## config.mk

```make
export PLATFORM = sky130hd
export DESIGN_NAME = baud_ctrl
export DESIGN_NICKNAME = d
export VERILOG_FILES = /design/src/rtl/baud_pkg.sv /design/src/rtl/baud_phase_cnt.sv /design/src/rtl/baud_ctrl.sv
export SDC_FILE = /design/constraint.sdc
export NUM_CORES = 1
export LEC_CHECK = 0
export ABC_AREA = 1
export CELL_PAD_IN_SITES_DETAIL_PLACEMENT = 1
export CELL_PAD_IN_SITES_GLOBAL_PLACEMENT = 2
export CORE_UTILIZATION = 29
export DETAILED_ROUTE_END_ITERATION = 10
export HOLD_SLACK_MARGIN = 0.05
export PLACE_DENSITY_LB_ADDON = 0.1
export SYNTH_ARGS = -nofsm -noshare
export SYNTH_HDL_FRONTEND = slang
export SYNTH_HIERARCHICAL = 1
export SYNTH_SLANG_ARGS = --single-unit
```

## constraint.sdc

```tcl
create_clock -name clk_i -period 2.77 [get_ports clk_i]
set_input_delay 0.4155 -clock clk_i [delete_from_list [all_inputs] [get_ports clk_i]]
set_output_delay 0.4155 -clock clk_i [all_outputs]
set_load 0.01 [all_outputs]
```

## src/rtl/baud_pkg.sv

```systemverilog
// -----------------------------------------------------------------------------
// baud_pkg
// Shared constants and types for the UART baud-timing controller.
//   BAUD_DIV_W       default width of divisors and counters
//   BAUD_DEFAULT_DIV divisor in force after reset (clock cycles per bit)
//   BAUD_MIN_DIV     smallest divisor the controller will accept
//   state_e          main FSM states
//   div_t            divisor type at the default width
// -----------------------------------------------------------------------------
package baud_pkg;

    localparam int BAUD_DIV_W       = 16;
    localparam int BAUD_DEFAULT_DIV = 5208;
    localparam int BAUD_MIN_DIV     = 2;

    typedef enum logic [0:0] {
        IDLE = 1'b0,
        RUN  = 1'b1
    } state_e;

    typedef logic [BAUD_DIV_W-1:0] div_t;

endpackage

```

## src/rtl/baud_phase_cnt.sv

```systemverilog
// -----------------------------------------------------------------------------
// baud_phase_cnt
// Auto-reloading down-counter used for both the TX bit timer and the RX
// sample timer. The count runs load_val_i..0; the edge on which it sits at 0
// while enabled is the terminal edge, flagged combinationally on tc_o and
// followed by a reload from load_val_i.
//   clk_i, rst_i  clock, asynchronous active-high reset
//   clr_i         force count to 0 (highest priority)
//   load_i        load load_val_i
//   en_i          count down / reload on terminal
//   load_val_i    load and reload value
//   tc_o          high when this edge is a terminal edge
// -----------------------------------------------------------------------------
module baud_phase_cnt #(
    parameter int W = 16
) (
    input  logic         clk_i,
    input  logic         rst_i,
    input  logic         clr_i,
    input  logic         load_i,
    input  logic         en_i,
    input  logic [W-1:0] load_val_i,
    output logic         tc_o
);

    logic [W-1:0] cnt_q, cnt_d;

    assign tc_o = en_i && !clr_i && !load_i && (cnt_q == '0);

    always_comb begin
        cnt_d = cnt_q;
        if (clr_i) begin
            cnt_d = '0;
        end else if (load_i || tc_o) begin
            cnt_d = load_val_i;
        end else if (en_i) begin
            cnt_d = cnt_q - W'(1);
        end
    end

    always_ff @(posedge clk_i or posedge rst_i) begin
        if (rst_i) begin
            cnt_q <= '0;
        end else begin
            cnt_q <= cnt_d;
        end
    end

endmodule

```

## src/rtl/baud_ctrl.sv

```systemverilog
// -----------------------------------------------------------------------------
// baud_ctrl
// Programmable baud-timing controller. Generates a free-running TX bit tick
// and an RX mid-bit sample tick that re-phases on each start-bit detect.
// The divisor is loaded at run time through a valid/ready handshake and is
// applied only at a TX bit boundary so no TX bit is ever shortened.
//   clk_i, rst_i        clock, asynchronous active-high reset
//   en_i                1 = generate ticks, 0 = idle
//   cfg_valid_i/cfg_div_i/cfg_ready_o  divisor handshake
//   cfg_err_o           pulse: accepted divisor < MIN_DIV was discarded
//   rx_sync_i           pulse: start-bit edge seen, re-phase RX sampling
//   rx_stop_i           pulse: frame done, stop RX sampling
//   tx_tick_o           one-cycle TX bit strobe
//   rx_sample_o         one-cycle RX sample strobe
//   running_o           FSM in RUN
//   div_active_o        divisor currently in force
// -----------------------------------------------------------------------------
module baud_ctrl
    import baud_pkg::*;
#(
    parameter int DIV_W       = BAUD_DIV_W,
    parameter int DEFAULT_DIV = BAUD_DEFAULT_DIV,
    parameter int MIN_DIV     = BAUD_MIN_DIV
) (
    input  logic             clk_i,
    input  logic             rst_i,
    input  logic             en_i,
    input  logic             cfg_valid_i,
    input  logic [DIV_W-1:0] cfg_div_i,
    output logic             cfg_ready_o,
    output logic             cfg_err_o,
    input  logic             rx_sync_i,
    input  logic             rx_stop_i,
    output logic             tx_tick_o,
    output logic             rx_sample_o,
    output logic             running_o,
    output logic [DIV_W-1:0] div_active_o
);

    state_e           state_q, state_d;
    logic [DIV_W-1:0] div_active_q, div_active_d;
    logic [DIV_W-1:0] pend_div_q, pend_div_d;
    logic             pending_q, pending_d;
    logic             cfg_err_q, cfg_err_d;
    logic             rx_act_q, rx_act_d;
    logic             tx_tick_q, rx_sample_q;

    logic             run;
    logic             xfer, div_legal, apply, rx_sync_acc;
    logic             tx_tc, rx_tc;
    logic [DIV_W-1:0] tx_load_val, rx_load_val;

    assign run       = (state_q == RUN);
    assign state_d   = en_i ? RUN : IDLE;

    // Config handshake: one slot, ready whenever nothing is waiting to apply.
    assign xfer      = cfg_valid_i && !pending_q;
    assign div_legal = (cfg_div_i >= DIV_W'(MIN_DIV));

    // A waiting divisor lands immediately when idle, otherwise on the TX
    // terminal edge so the current bit keeps its full length.
    assign apply        = pending_q && (!run || tx_tc);
    assign div_active_d = apply ? pend_div_q : div_active_q;

    // The TX timer is loaded with the divisor that will be in force after
    // this edge, so a start or reload coinciding with apply uses the new value.
    assign tx_load_val = div_active_d - DIV_W'(1);

    always_comb begin
        pending_d  = pending_q;
        pend_div_d = pend_div_q;
        if (xfer && div_legal) begin
            pending_d  = 1'b1;
            pend_div_d = cfg_div_i;
        end else if (apply) begin
            pending_d  = 1'b0;
        end
    end

    assign cfg_err_d = xfer && !div_legal;

    // RX phase: sync wins over stop; dropping en also ends the phase.
    assign rx_sync_acc = run && en_i && rx_sync_i;

    always_comb begin
        rx_act_d = rx_act_q;
        if (rx_sync_acc) begin
            rx_act_d = 1'b1;
        end else if (rx_stop_i || !en_i) begin
            rx_act_d = 1'b0;
        end
    end

    // Sample strobe is registered, so the first terminal must fall one edge
    // before the half-bit point: load floor(D/2)-1. Reloads give period D.
    assign rx_load_val = rx_sync_acc ? ((div_active_q >> 1) - DIV_W'(1))
                                     : (div_active_q - DIV_W'(1));

    baud_phase_cnt #(.W(DIV_W)) u_tx_cnt (
        .clk_i      (clk_i),
        .rst_i      (rst_i),
        .clr_i      (!en_i),
        .load_i     (en_i && !run),
        .en_i       (en_i && run),
        .load_val_i (tx_load_val),
        .tc_o       (tx_tc)
    );

    baud_phase_cnt #(.W(DIV_W)) u_rx_cnt (
        .clk_i      (clk_i),
        .rst_i      (rst_i),
        .clr_i      (!rx_act_d),
        .load_i     (rx_sync_acc),
        .en_i       (rx_act_q),
        .load_val_i (rx_load_val),
        .tc_o       (rx_tc)
    );

    always_ff @(posedge clk_i or posedge rst_i) begin
        if (rst_i) begin
            state_q      <= IDLE;
            div_active_q <= DIV_W'(DEFAULT_DIV);
            pend_div_q   <= '0;
            pending_q    <= 1'b0;
            cfg_err_q    <= 1'b0;
            rx_act_q     <= 1'b0;
            tx_tick_q    <= 1'b0;
            rx_sample_q  <= 1'b0;
        end else begin
            state_q      <= state_d;
            div_active_q <= div_active_d;
            pend_div_q   <= pend_div_d;
            pending_q    <= pending_d;
            cfg_err_q    <= cfg_err_d;
            rx_act_q     <= rx_act_d;
            tx_tick_q    <= tx_tc;
            rx_sample_q  <= rx_tc;
        end
    end

    assign cfg_ready_o  = !pending_q;
    assign cfg_err_o    = cfg_err_q;
    assign tx_tick_o    = tx_tick_q;
    assign rx_sample_o  = rx_sample_q;
    assign running_o    = run;
    assign div_active_o = div_active_q;

endmodule
```

# ---- Yosys cells after proc, flatten, opt, wreduce, memory -nomap -nowiden
# Index checks and enable logic that the tools add are counted.
dict set report totals {
  out_inout_bits 21
  wordCells 57
  in_bits 22
  ff_bits 70
}
dict set report classes {
  n_lt_le_gt_ge 1
  addsub 5
  reduce_logical 26
  muxes 13
  n_eq_ne 2
}
# op count
set ops {}
lappend ops {{two-way mux 16 bit} 8}
lappend ops {{subtractor 16 x 1 -> 16 bit, second input constant} 4}
lappend ops {{zero test 16 bit} 2}
lappend ops {{greater-or-equal comparator 16 x 2 -> 1 bit, second input constant} 1}
lappend ops {{subtractor 15 x 1 -> 16 bit, second input constant} 1}
lappend ops {{logical AND 1 bit} 13}
lappend ops {{zero test 1 bit} 6}
lappend ops {{two-way mux 1 bit} 5}
lappend ops {{logical OR 1 bit} 4}
lappend ops {{inequality test 3 x 1 -> 1 bit, second input constant} 1}
lappend ops {{inequality test 3 x 2 -> 1 bit, second input constant} 1}
lappend ops {{nonzero test 2 bit} 1}

# ---- Depth between registers and ports, before layout
# Gate-level depths: netlist of the first run.
dict set report depth {
  ltp_word 11
  depth_mapped 23
  mapped_depth_nobuf 22
}

# ---- Cells and area by module
# The synthesis of the first run kept the hierarchy.
# module cells_each n_inst area_each_um2 seq_area_each_um2
set by_module_without_submodules {}
lappend by_module_without_submodules {baud_phase_cnt 223 2 1385.1 400.4}
lappend by_module_without_submodules {baud_ctrl 404 1 2695.1 957.2}

# ---- Worst setup path after synthesis of the first run
# No wires, ideal clock.
dict set report synth_path {
  kind {input-to-reg}
  startpoint {input en_i}
  endpoint {register u_tx_cnt.cnt_q[14]}
  setup_slack_ps 57
  required_ps 2653
  stages 22
  n_path_buf 1
  setup_ps 117
  arrival_time_ps 2596
  path_cell_list {inv_1 > nor2_1 > inv_4 > nand3_1 > nor2_2 > nand2_4 > inv_1 > inv_1 > nand2_2 > buf_4 > nand3b_1 > nand2_1 > ha_1 > nand3_1 > nor2_1 > nand2_1 > nand2_1 > nand2_1 > inv_1 > nand2_1 > nand3_1 > nand2_1}
}
dict set report synth_between {
  elab_chain_cells 10
  elab_cells_between_ends 14
  classes_between {add/sub (1); eq/ne (1); mux (3); reduce/logical (9)}
}
# element line_no
set synth_lines {}
lappend synth_lines {{from (decl)} baud_ctrl.sv:27} ;# input logic en_i,
lappend synth_lines {{logical AND 1 bit (on tied branches)} {baud_ctrl.sv:104, baud_ctrl.sv:103}}
lappend synth_lines {{logical AND 1 bit / zero test 1 bit (equally long branches)} baud_phase_cnt.sv:28} ;# assign tc_o = en_i && !clr_i && !load_i && (cnt_q == '0);
lappend synth_lines {{logical AND 1 bit * (2 in series)} baud_phase_cnt.sv:28}
lappend synth_lines {{net tx_tc} baud_ctrl.sv:50} ;# logic tx_tc, rx_tc;
lappend synth_lines {{logical OR 1 bit *} baud_ctrl.sv:62} ;# assign apply = pending_q && (!run || tx_tc);
lappend synth_lines {{logical AND 1 bit *} baud_ctrl.sv:62}
lappend synth_lines {{two-way mux 16 bit *} baud_ctrl.sv:63} ;# assign div_active_d = apply ? pend_div_q : div_active_q;
lappend synth_lines {{subtractor 16 x 1 -> 16 bit *} baud_ctrl.sv:67} ;# assign tx_load_val = div_active_d - DIV_W'(1);
lappend synth_lines {{net tx_load_val[14]} baud_ctrl.sv:51} ;# logic [DIV_W-1:0] tx_load_val, rx_load_val;
lappend synth_lines {{two-way mux 16 bit *} baud_phase_cnt.sv:34} ;# end else if (load_i || tc_o) begin
lappend synth_lines {{two-way mux 16 bit *} baud_phase_cnt.sv:32} ;# if (clr_i) begin
lappend synth_lines {{to (signal assigned)} baud_phase_cnt.sv:45} ;# cnt_q <= cnt_d;
lappend synth_lines {{to (decl)} baud_phase_cnt.sv:26} ;# logic [W-1:0] cnt_q, cnt_d;
# The timed path passes the listed nets; every way through them passes the cells marked *.
# A chain may end at the register's enable or synchronous reset.

# ---- Final worst setup path of the first run
dict set report layout_path {
  startpoint {register u_tx_cnt.cnt_q[0]}
  endpoint {register u_tx_cnt.cnt_q[13]}
}
dict set report layout_between {
  elab_chain_cells 8
  elab_cells_between_ends 12
  classes_between {add/sub (2); eq/ne (1); mux (4); reduce/logical (5)}
}
# element line_no
set layout_lines {}
lappend layout_lines {{zero test 16 bit} baud_phase_cnt.sv:28}
lappend layout_lines {{logical AND 1 bit} baud_phase_cnt.sv:28}
lappend layout_lines {{net tx_tc} baud_ctrl.sv:50}
lappend layout_lines {{logical OR 1 bit} baud_ctrl.sv:62}
lappend layout_lines {{logical AND 1 bit} baud_ctrl.sv:62}
lappend layout_lines {{two-way mux 16 bit} baud_ctrl.sv:63}
lappend layout_lines {{net div_active_d[12]} baud_ctrl.sv:41} ;# logic [DIV_W-1:0] div_active_q, div_active_d;
lappend layout_lines {{subtractor 16 x 1 -> 16 bit} baud_ctrl.sv:67}
lappend layout_lines {{net tx_load_val[13]} baud_ctrl.sv:51}
lappend layout_lines {{two-way mux 16 bit} baud_phase_cnt.sv:34}
lappend layout_lines {{two-way mux 16 bit} baud_phase_cnt.sv:32}
# The timed path passes the listed nets, and every way through them passes these cells. The select of a mux whose other input is x is not followed.

==> out/qor.csv, run 1 <==
stage;metric;value;unit
worst_setup_path;cp.required;3010;ps
floorplanning;top_level_ports;43;
placed_design;port_buffers;42;
global_route;grt_pass1_wl;30.72;mm
global_route;antenna_found_initial;0;
pwr;p_leak;3.769;nW
timing;setup_viol;0;
worst_setup_path;crit_arrival;2800;ps
synthesis;ys_top_cells_by_area;dfrtp_1, nand2_1, inv_1;
clock_network;path_clk_slew;70;ps
route;wl_per_cell;15.97;µm
timing;max_freq;390.7;MHz
clock_network;root_buffer;clkbuf_16;
global_route;grt_max_degree;45;
synthesis;syn-instance-count;850;
layout;area_growth_syn_to_layout;27.82;%
placed_design;postPlaceCellArea;6499;µm²
layout;stdcell_area;6985;µm²
layout;drive_gt1_share;20.06;%
worst_setup_path;cpLargestDelayFamily;simple AND/OR/NAND/NOR gates;
placed_design;place_hpwl;14.77;mm
clock_network;numCtsBuffers;9;
outcome;run_status;complete, no violations;
synthesis;seq_area_frac_synth;32.17;%
route;vias_per_cell;4.804;
layout;fillCellCount;2333;
worst_setup_path;cp_max_fo;8;
synthesis;synth.distinct_cells;33;
synthesis;syn_area_per_cell;6.430;µm²
clock_network;cts_tree;yes;
hold_path;hp-class;in -> async;
worst_setup_path;slowest_delay;400;ps
timing;rsz0062_at_grt;no;
floorplanning;core_area;18210;µm²
synthesis;ys_ff_latch;70;
worst_setup_path;cpMostUsedCell;nand2_1;
pwr;power_density;977.4;nW/µm²
route;routed_wl;18.86;mm
worst_setup_path;endpoint_kind;register;
route;detail_route.first_pass.iterations;4;
clock_network;cts_max_level;3;
route;drt-initial-drc-count;213;
worst_setup_path;cp_slowest_cell;dfrtp_1;
flow_run;cap_violations;0;
placed_design;dp_slack;-546.0;ps
timing;postLayoutSetupSlackWorst;210.8;ps
floorplanning;start_util;30.01;%
route;antenna_left;0;
global_route;overflow;0;
floorplanning;die_height;139.3;µm
pwr;fin_total_pwr;6.828;mW
floorplanning;num_rows;49;
synthesis;syn_area;5465;µm²
floorplanning;die_w;139.3;µm
worst_setup_path;cp_cell_sequence;inv_2, ha_2, nand3_2, nor2_4, nand2_4, inv_1, inv_2, nand2_4, nand2_8, buf_4, nand2_1, nand2_2, nor2_4, nand2_1, nor2_2, nand2_1, nand2_1, nand2_1, nand2_1, nand2_1, nand2_1, nand2_1;
synthesis;synth_top_cell_area_share;29.76;%
worst_setup_path;crit_type;reg -> reg;
synthesis;syn-num-nets;876;
synthesis;ys.warnings.count;6;
layout;nets;973;
timing;tightestPinTransition;786.4;ps
worst_setup_path;path_buf_inv;4;
global_route;grt_usage;20.19;%
floorplanning;die-area;19400;µm²
route;route.vias.total;5674;
clock_network;worstSkewPairLatency;350;ps
timing;min_period;2559;ps
clock_network;cts.sinks;70;
timing;slew_viol_final;0;
route;drc;0;
clock_network;ctsLongestPathBuffers;2;
pwr;vdd_drop_max;0.4474;mV
worst_setup_path;critPathLaunchType;register;
layout;diodes;0;
timing;fin_worst_skew;9.623;ps
timing;hold_viol;0;
timing;slew-limit-headroom;47.52;%
timing;fin_crit_sh;92.39;%
synthesis;yosys.area.top_type;dfrtp_1;
global_route;grt_pass1_vias;5889;
placed_design;gp_congestion;0.8551;
-- layout by cell type (no fill, tap or decap), drive strengths merged --
cell,synthesis,routed
nand2,362,363
inv,107,109
nor2,85,85
nand3,69,69
buf,13,67
dfrtp,65,65
o21ai,47,47
nand4,41,41
clkdlybuf4s50,0,41
xor2,17,17
clkbuf,11,9
xnor2,6,6
clkinv,4,6
nand3b,5,5
dfstp,5,5
a21oi,5,5
ha,4,4
nor3,2,2
bufinv,0,2
o21bai,1,1
o31ai,1,1
clkinvlp,0,1
dlygate4sd2,0,1
-- where the power goes --
group,internal (mW),switching [mW]
logic,1.58,2.21
clock network,0.803,0.519
registers,1.33,0.384
total,3.71,3.11
-- per-layer routing --
metal / track usage, % / vias to the layer above / share of wire [%]
li1: - / 2859 / -
met1: 24.47 / 2740 / 45
met2: 36.87 / 65 / 52
met3: 3.682 / 10 / 2.4
met4: 4.386 / 0 / 0.89
met5: 0 / - / 0
-- final timing paths --
kind	from	endpoint	slack [ps]	cells after the start
max	u_tx_cnt/cnt_q[0]$_DFFE_PP0P_	u_tx_cnt/cnt_q[13]$_DFFE_PP0P_	210	22
min	rst_i	rx_act_q$_DFF_PP0_	290	2
max reg2reg	u_tx_cnt/cnt_q[0]$_DFFE_PP0P_	u_tx_cnt/cnt_q[13]$_DFFE_PP0P_	210	22
min reg2reg	pend_div_q[2]$_DFFE_PP0P_	pend_div_q[2]$_DFFE_PP0P_	490	2
max in group asynchronous	rst_i	u_tx_cnt/cnt_q[14]$_DFFE_PP0P_	1640	2
min in group clk_i	en_i	running_o$_DFF_PP0_	410	1
-- through the flow --
step           util (%)  hold slack, ps  TNS, ps  std cells
2_1_floorplan         -           329.2        0        850
3_3_place_gp      35.69           469.5    -4028       1162
3_5_place_dp      35.69           475.9    -6407       1162
4_1_cts           37.71           286.2        0       1178
5_1_grt           38.36           295.5        0       1181
6_report          38.36           286.5        0       1181
-- sequential cells by signal (all words and copies together) (netlist names) --
| name | flops |
|---|---|
| running_o | 1 |
| u_rx_cnt/cnt_q | 16 |
| rx_sample_o | 1 |
| rx_act_q | 1 |
| u_tx_cnt/cnt_q | 16 |
| tx_tick_o | 1 |
| pending_q | 1 |
| pend_div_q | 16 |
| cfg_err_o | 1 |
| div_active_o | 16 |
-- final cells by class --
class | instances | area (µm²) | area share [%]
inverters | 111 | 421.7 | 6.036
repair buffers | 109 | 934.6 | 13.38
clock inverters | 7 | 105.1 | 1.505
flip-flops and latches | 70 | 1760 | 25.20
well taps | 229 | 286.5 | 4.102
clock buffers | 9 | 225.2 | 3.224
multi-input cells | 646 | 3252 | 46.55
-- synthesized netlist by cell type (all sizes together) --
cell and number:
nand2 362, inv 107, nor2 85, nand3 69
dfrtp 65, o21ai 47, nand4 41, xor2 17
buf 13, clkbuf 11, xnor2 6, a21oi 5
dfstp 5, nand3b 5, clkinv 4, ha 4
nor3 2, o21bai 1, o31ai 1
-- timing repair --
item                                    4_1_cts  5_1_grt
cloned                                        0        1
hold buffers                                  0        0
pin swaps                                     0       10
endpoints found under the setup margin       12       12
setup buffers                                 0        2
gates resized for setup                       9       34
-- cells by family after synthesis --
| family | share of synthesized area [%] |
|---|---|
| AO/OA/AOI/OAI | 5.861 |
| XOR/XNOR | 3.686 |
| adder cells (fa/ha/maj) | 0.9158 |
| buffers and inverters | 10.90 |
| flip-flops | 32.17 |
| AND/OR/NAND/NOR | 46.47 |
Power figures use the tool's default switching activity.
==> inputs of run 2 (changes only) <==
--- a/config.mk
+++ b/config.mk
@@ -5,10 +5,10 @@
 export SDC_FILE = /design/constraint.sdc
 export NUM_CORES = 1
 export LEC_CHECK = 0
-export ABC_AREA = 1
+export ABC_AREA = 0
 export CELL_PAD_IN_SITES_DETAIL_PLACEMENT = 1
 export CELL_PAD_IN_SITES_GLOBAL_PLACEMENT = 2
-export CORE_UTILIZATION = 29
+export CORE_UTILIZATION = 33
 export DETAILED_ROUTE_END_ITERATION = 10
 export HOLD_SLACK_MARGIN = 0.05
 export PLACE_DENSITY_LB_ADDON = 0.1
==> run 2 against run 1 <==
Net effect: the run now ends with setup timing left; clock power fell by 4%; routed wire length fell by 16%; sequential cell count did not move; clock skew fell by 4.1 ps; worst setup slack got worse by 510 ps; register-to-register slack got worse by 510 ps; combinational power fell by 36%; hold slack improved by 3.1 ps; critical endpoint is now u_tx_cnt/cnt_q[12]$_DFFE_PP0P_; largest power group unchanged.
==> out/qor.csv, run 2 <==
stage;metric;value;unit;change
outcome;run_status;finished with violations;;
outcome;violations;setup timing;;
placed_design;gp_congestion;0.7910;;-7.5%
clock_network;ctsLongestPathBuffers;2;;unchanged
timing;hold_viol;0;;unchanged
floorplanning;start_util;33.85;%;+3.8 points
timing;slew_viol_final;0;;unchanged
timing;max_freq;326.0;MHz;-17%
floorplanning;die_w;124.1;µm;-11%
synthesis;ys.warnings.count;6;;unchanged
global_route;grt_pass1_vias;4825;;-18%
global_route;grt_usage;22.23;%;+2.0 points
timing;setup_tns;-1307;ps;-1307 ps
clock_network;cts-hold-fix-buffers;0;;unchanged
worst_setup_path;r2r_cells;16;;-27%
timing;min_period;3067;ps;+507.9 ps
synthesis;syn_area;4920;µm²;-10%
synthesis;synth_common_cells;dfrtp_1, nand2_1, inv_1;;
pwr;p_leak;2.843;nW;-25%
floorplanning;num_rows;44;;-10%
worst_setup_path;r2r_end;u_tx_cnt/cnt_q[12]$_DFFE_PP0P_;;
worst_setup_path;r2r-start;u_tx_cnt/cnt_q[0]$_DFFE_PP0P_;;
route;detail_route.first_pass.iterations;4;;unchanged
layout;nets;688;;-29%
worst_setup_path;critPathLaunchType;register;;
worst_setup_path;cp_num_cells;16;;-27%
global_route;grt_max_degree;38;;-16%
worst_setup_path;crit_arrival;3270;ps;+470 ps
pwr;power_density;772.1;nW/µm²;-21%
timing;setup_viol;8;;+8
synthesis;syn_area_per_cell;9.248;µm²;+44%
synthesis;ys_async_sr_fraction;100.0;%;unchanged
route;vias_per_cell;5.377;;+12%
clock_network;cts_max_level;3;;unchanged
worst_setup_path;slowest_delay;380;ps;-20 ps
placed_design;dp_slack;-1011;ps;-465.2 ps
floorplanning;top_level_ports;43;;unchanged
route;drt-initial-drc-count;160;;-25%
clock_network;numCtsBuffers;9;;unchanged
clock_network;cts.sinks;70;;unchanged
worst_setup_path;cp_slowest_cell;dfrtp_1;;
timing;fin_crit_sh;110.7;%;+18 points
clock_network;path_clk_slew;60;ps;about the same
timing;postLayoutSetupSlackWorst;-297.1;ps;-507.9 ps
worst_setup_path;critPathLaunch;u_tx_cnt/cnt_q[0]$_DFFE_PP0P_;;
worst_setup_path;cp.required;2970;ps;-40 ps
synthesis;ys_ff_latch;70;;unchanged
synthesis;ys_top_cells_by_area;dfrtp_1, xnor2_1, nand2_1;;
placed_design;place_hpwl;12.15;mm;-18%
synthesis;syn-num-nets;558;;-36%
route;antenna_left;0;;unchanged
synthesis;yosys.area.top_type;dfrtp_1;;
timing;slew-limit-headroom;52.52;%;+5.0 points
worst_setup_path;rrSetupSlack;-300;ps;-510 ps
global_route;grt_pass1_wl;25.63;mm;-17%
pwr;fin_total_pwr;5.271;mW;-23%
layout;area_growth_syn_to_layout;38.76;%;
timing;tightestPinTransition;711.4;ps;-74.97 ps
worst_setup_path;critPathCapture;u_tx_cnt/cnt_q[12]$_DFFE_PP0P_;;
layout;final_cell_mix;buf_4, dfrtp_1, nand2_1;;
worst_setup_path;path_buf_inv;2;;-2
placed_design;dp_cells;819;;-30%
global_route;overflow;0;;unchanged
synthesis;seq_area_frac_synth;35.73;%;+3.6 points
worst_setup_path;cp_max_fo;4;;-4
placed_design;port_buffers;42;;unchanged
clock_network;worstSkewPairLatency;350;ps;about the same
layout;drive_gt1_share;31.18;%;+11 points
layout;layout.cells.most_common;buf_4;;
route;wl_per_cell;18.73;µm;+17%
flow_run;cap_violations;0;;unchanged
timing;fin_worst_skew;5.509;ps;-4.114 ps
synthesis;synth.distinct_cells;69;;+110%
synthesis;syn-instance-count;532;;-37%
layout;fin_util;46.97;%;+8.6 points
floorplanning;die-area;15400;µm²;-21%
route;routed_wl;15.94;mm;-16%
worst_setup_path;cpLargestDelayFamily;simple AND/OR/NAND/NOR gates;;
layout;fillCellCount;1670;;-28%
floorplanning;core_area;14530;µm²;-20%
hold_path;hp-class;in -> async;;
pwr;vdd_drop_max;0.4372;mV;-2.3%
timing;rsz0062_at_grt;yes;;
synthesis;synth.most_common_cell;dfrtp_1;;
clock_network;root_buffer;clkbuf_16;;
floorplanning;die_height;124.1;µm;-11%
synthesis;ys.flop_type;dfrtp_1;;
worst_setup_path;endpoint_kind;register;;
route;route.vias.total;4576;;-19%
route;drc;0;;unchanged
layout;finalNonFillerCells;851;;-28%
global_route;antenna_found_initial;0;;unchanged
synthesis;synth_top_cell_area_share;33.06;%;+3.3 points
clock_network;cts_tree;yes;;
worst_setup_path;crit_type;reg -> reg;;
layout;diodes;0;;unchanged
synthesis;synth_edf_count;0;;unchanged
worst_setup_path;cp_cell_sequence;inv_1, ha_2, nor2b_4, nand3_2, nor2_2, nand2b_4, and2_4, mux2i_4, ha_4, nand3b_1, buf_4, o32ai_4, nand2_2, xnor2_2, o311ai_1, a21oi_1;;
[run 2: cell types whose count changed after synthesis, moves of 16 or more]
cell	previous run	this run
nor2_1	65	20
inv_1	103	35
nor2_2	16	0
a21oi_1	1	28
nand2b_1	0	18
nand4_1	41	7
nand2_1	336	53
nand3_1	62	17
nand2_2	21	1
a211oi_1	0	17
o21ai_0	28	6
xnor2_1	6	25
[run 2: timing repair]
action | in CTS | in global routing
setup buffers | 9 | 11
pin swaps | 11 | 18
resized for setup | 19 | 32
hold endpoints to repair | 0 | 0
endpoints found under the setup margin | 23 | 16
[run 2: stage by stage]
stage | area, µm² | hold WS [ps]
after global placement | 6131 | 500.9
after CTS | 6619 | 282.7
after floorplan | 5001 | 329.2
after global routing | 6827 | 300.3
final | 6827 | 289.6
after detailed placement | 6131 | 507.1
[run 2: kinds of logic after synthesis]
kind of cell               count (synthesis)  share of synthesized area (%)
AOI/OAI and AO/OA                        112                          16.99
muxes                                     34                          7.477
adders and majority gates                  4                          1.017
xor gates and xnor gates                  39                          6.943
DFF                                       70                          35.73
and+or+nand+nor                          205                          24.39
buffers and inverters                     68                          7.452
[run 2: worst min path at each step]
stage                                           from                            end  slack, ps
final                                          rst_i          rx_sample_o$_DFF_PP0_        290
after global routing                           rst_i          rx_sample_o$_DFF_PP0_        300
after CTS                                      rst_i          rx_sample_o$_DFF_PP0_        280
after detailed placement  pend_div_q[15]$_DFFE_PP0P_     pend_div_q[15]$_DFFE_PP0P_        510
after global placement    pend_div_q[15]$_DFFE_PP0P_     pend_div_q[15]$_DFFE_PP0P_        500
after floorplan                                rst_i  u_rx_cnt/cnt_q[0]$_DFFE_PP0P_        330
[run 2: layer usage]
metal | vias up | share of wire, % | track usage [%] | wire length (µm)
met5 | - | 0 | 0 | 0
li1 | 2215 | - | - | -
met2 | 66 | 48 | 38.19 | 7678
met4 | 0 | 2.2 | 7.143 | 346
met3 | 20 | 2.6 | 2.885 | 417
met1 | 2275 | 47 | 28.73 | 7492
[run 2: where the power goes]
part	switching (mW)	internal (mW)
clock network	0.484	0.789
registers	0.314	1.24
logic	1.22	1.22
total	2.02	3.25
[run 2: final cells by class]
cell class,count,area (µm²),share of cell area [%]
multi-input combinational,394,3093,45.31
sequential,70,1759,25.77
timing repair buffer,152,1289,18.88
tap,184,230.2,3.372
clock buffer,9,225.2,3.299
inverter,35,131.4,1.924
clock inverter,7,98.84,1.448
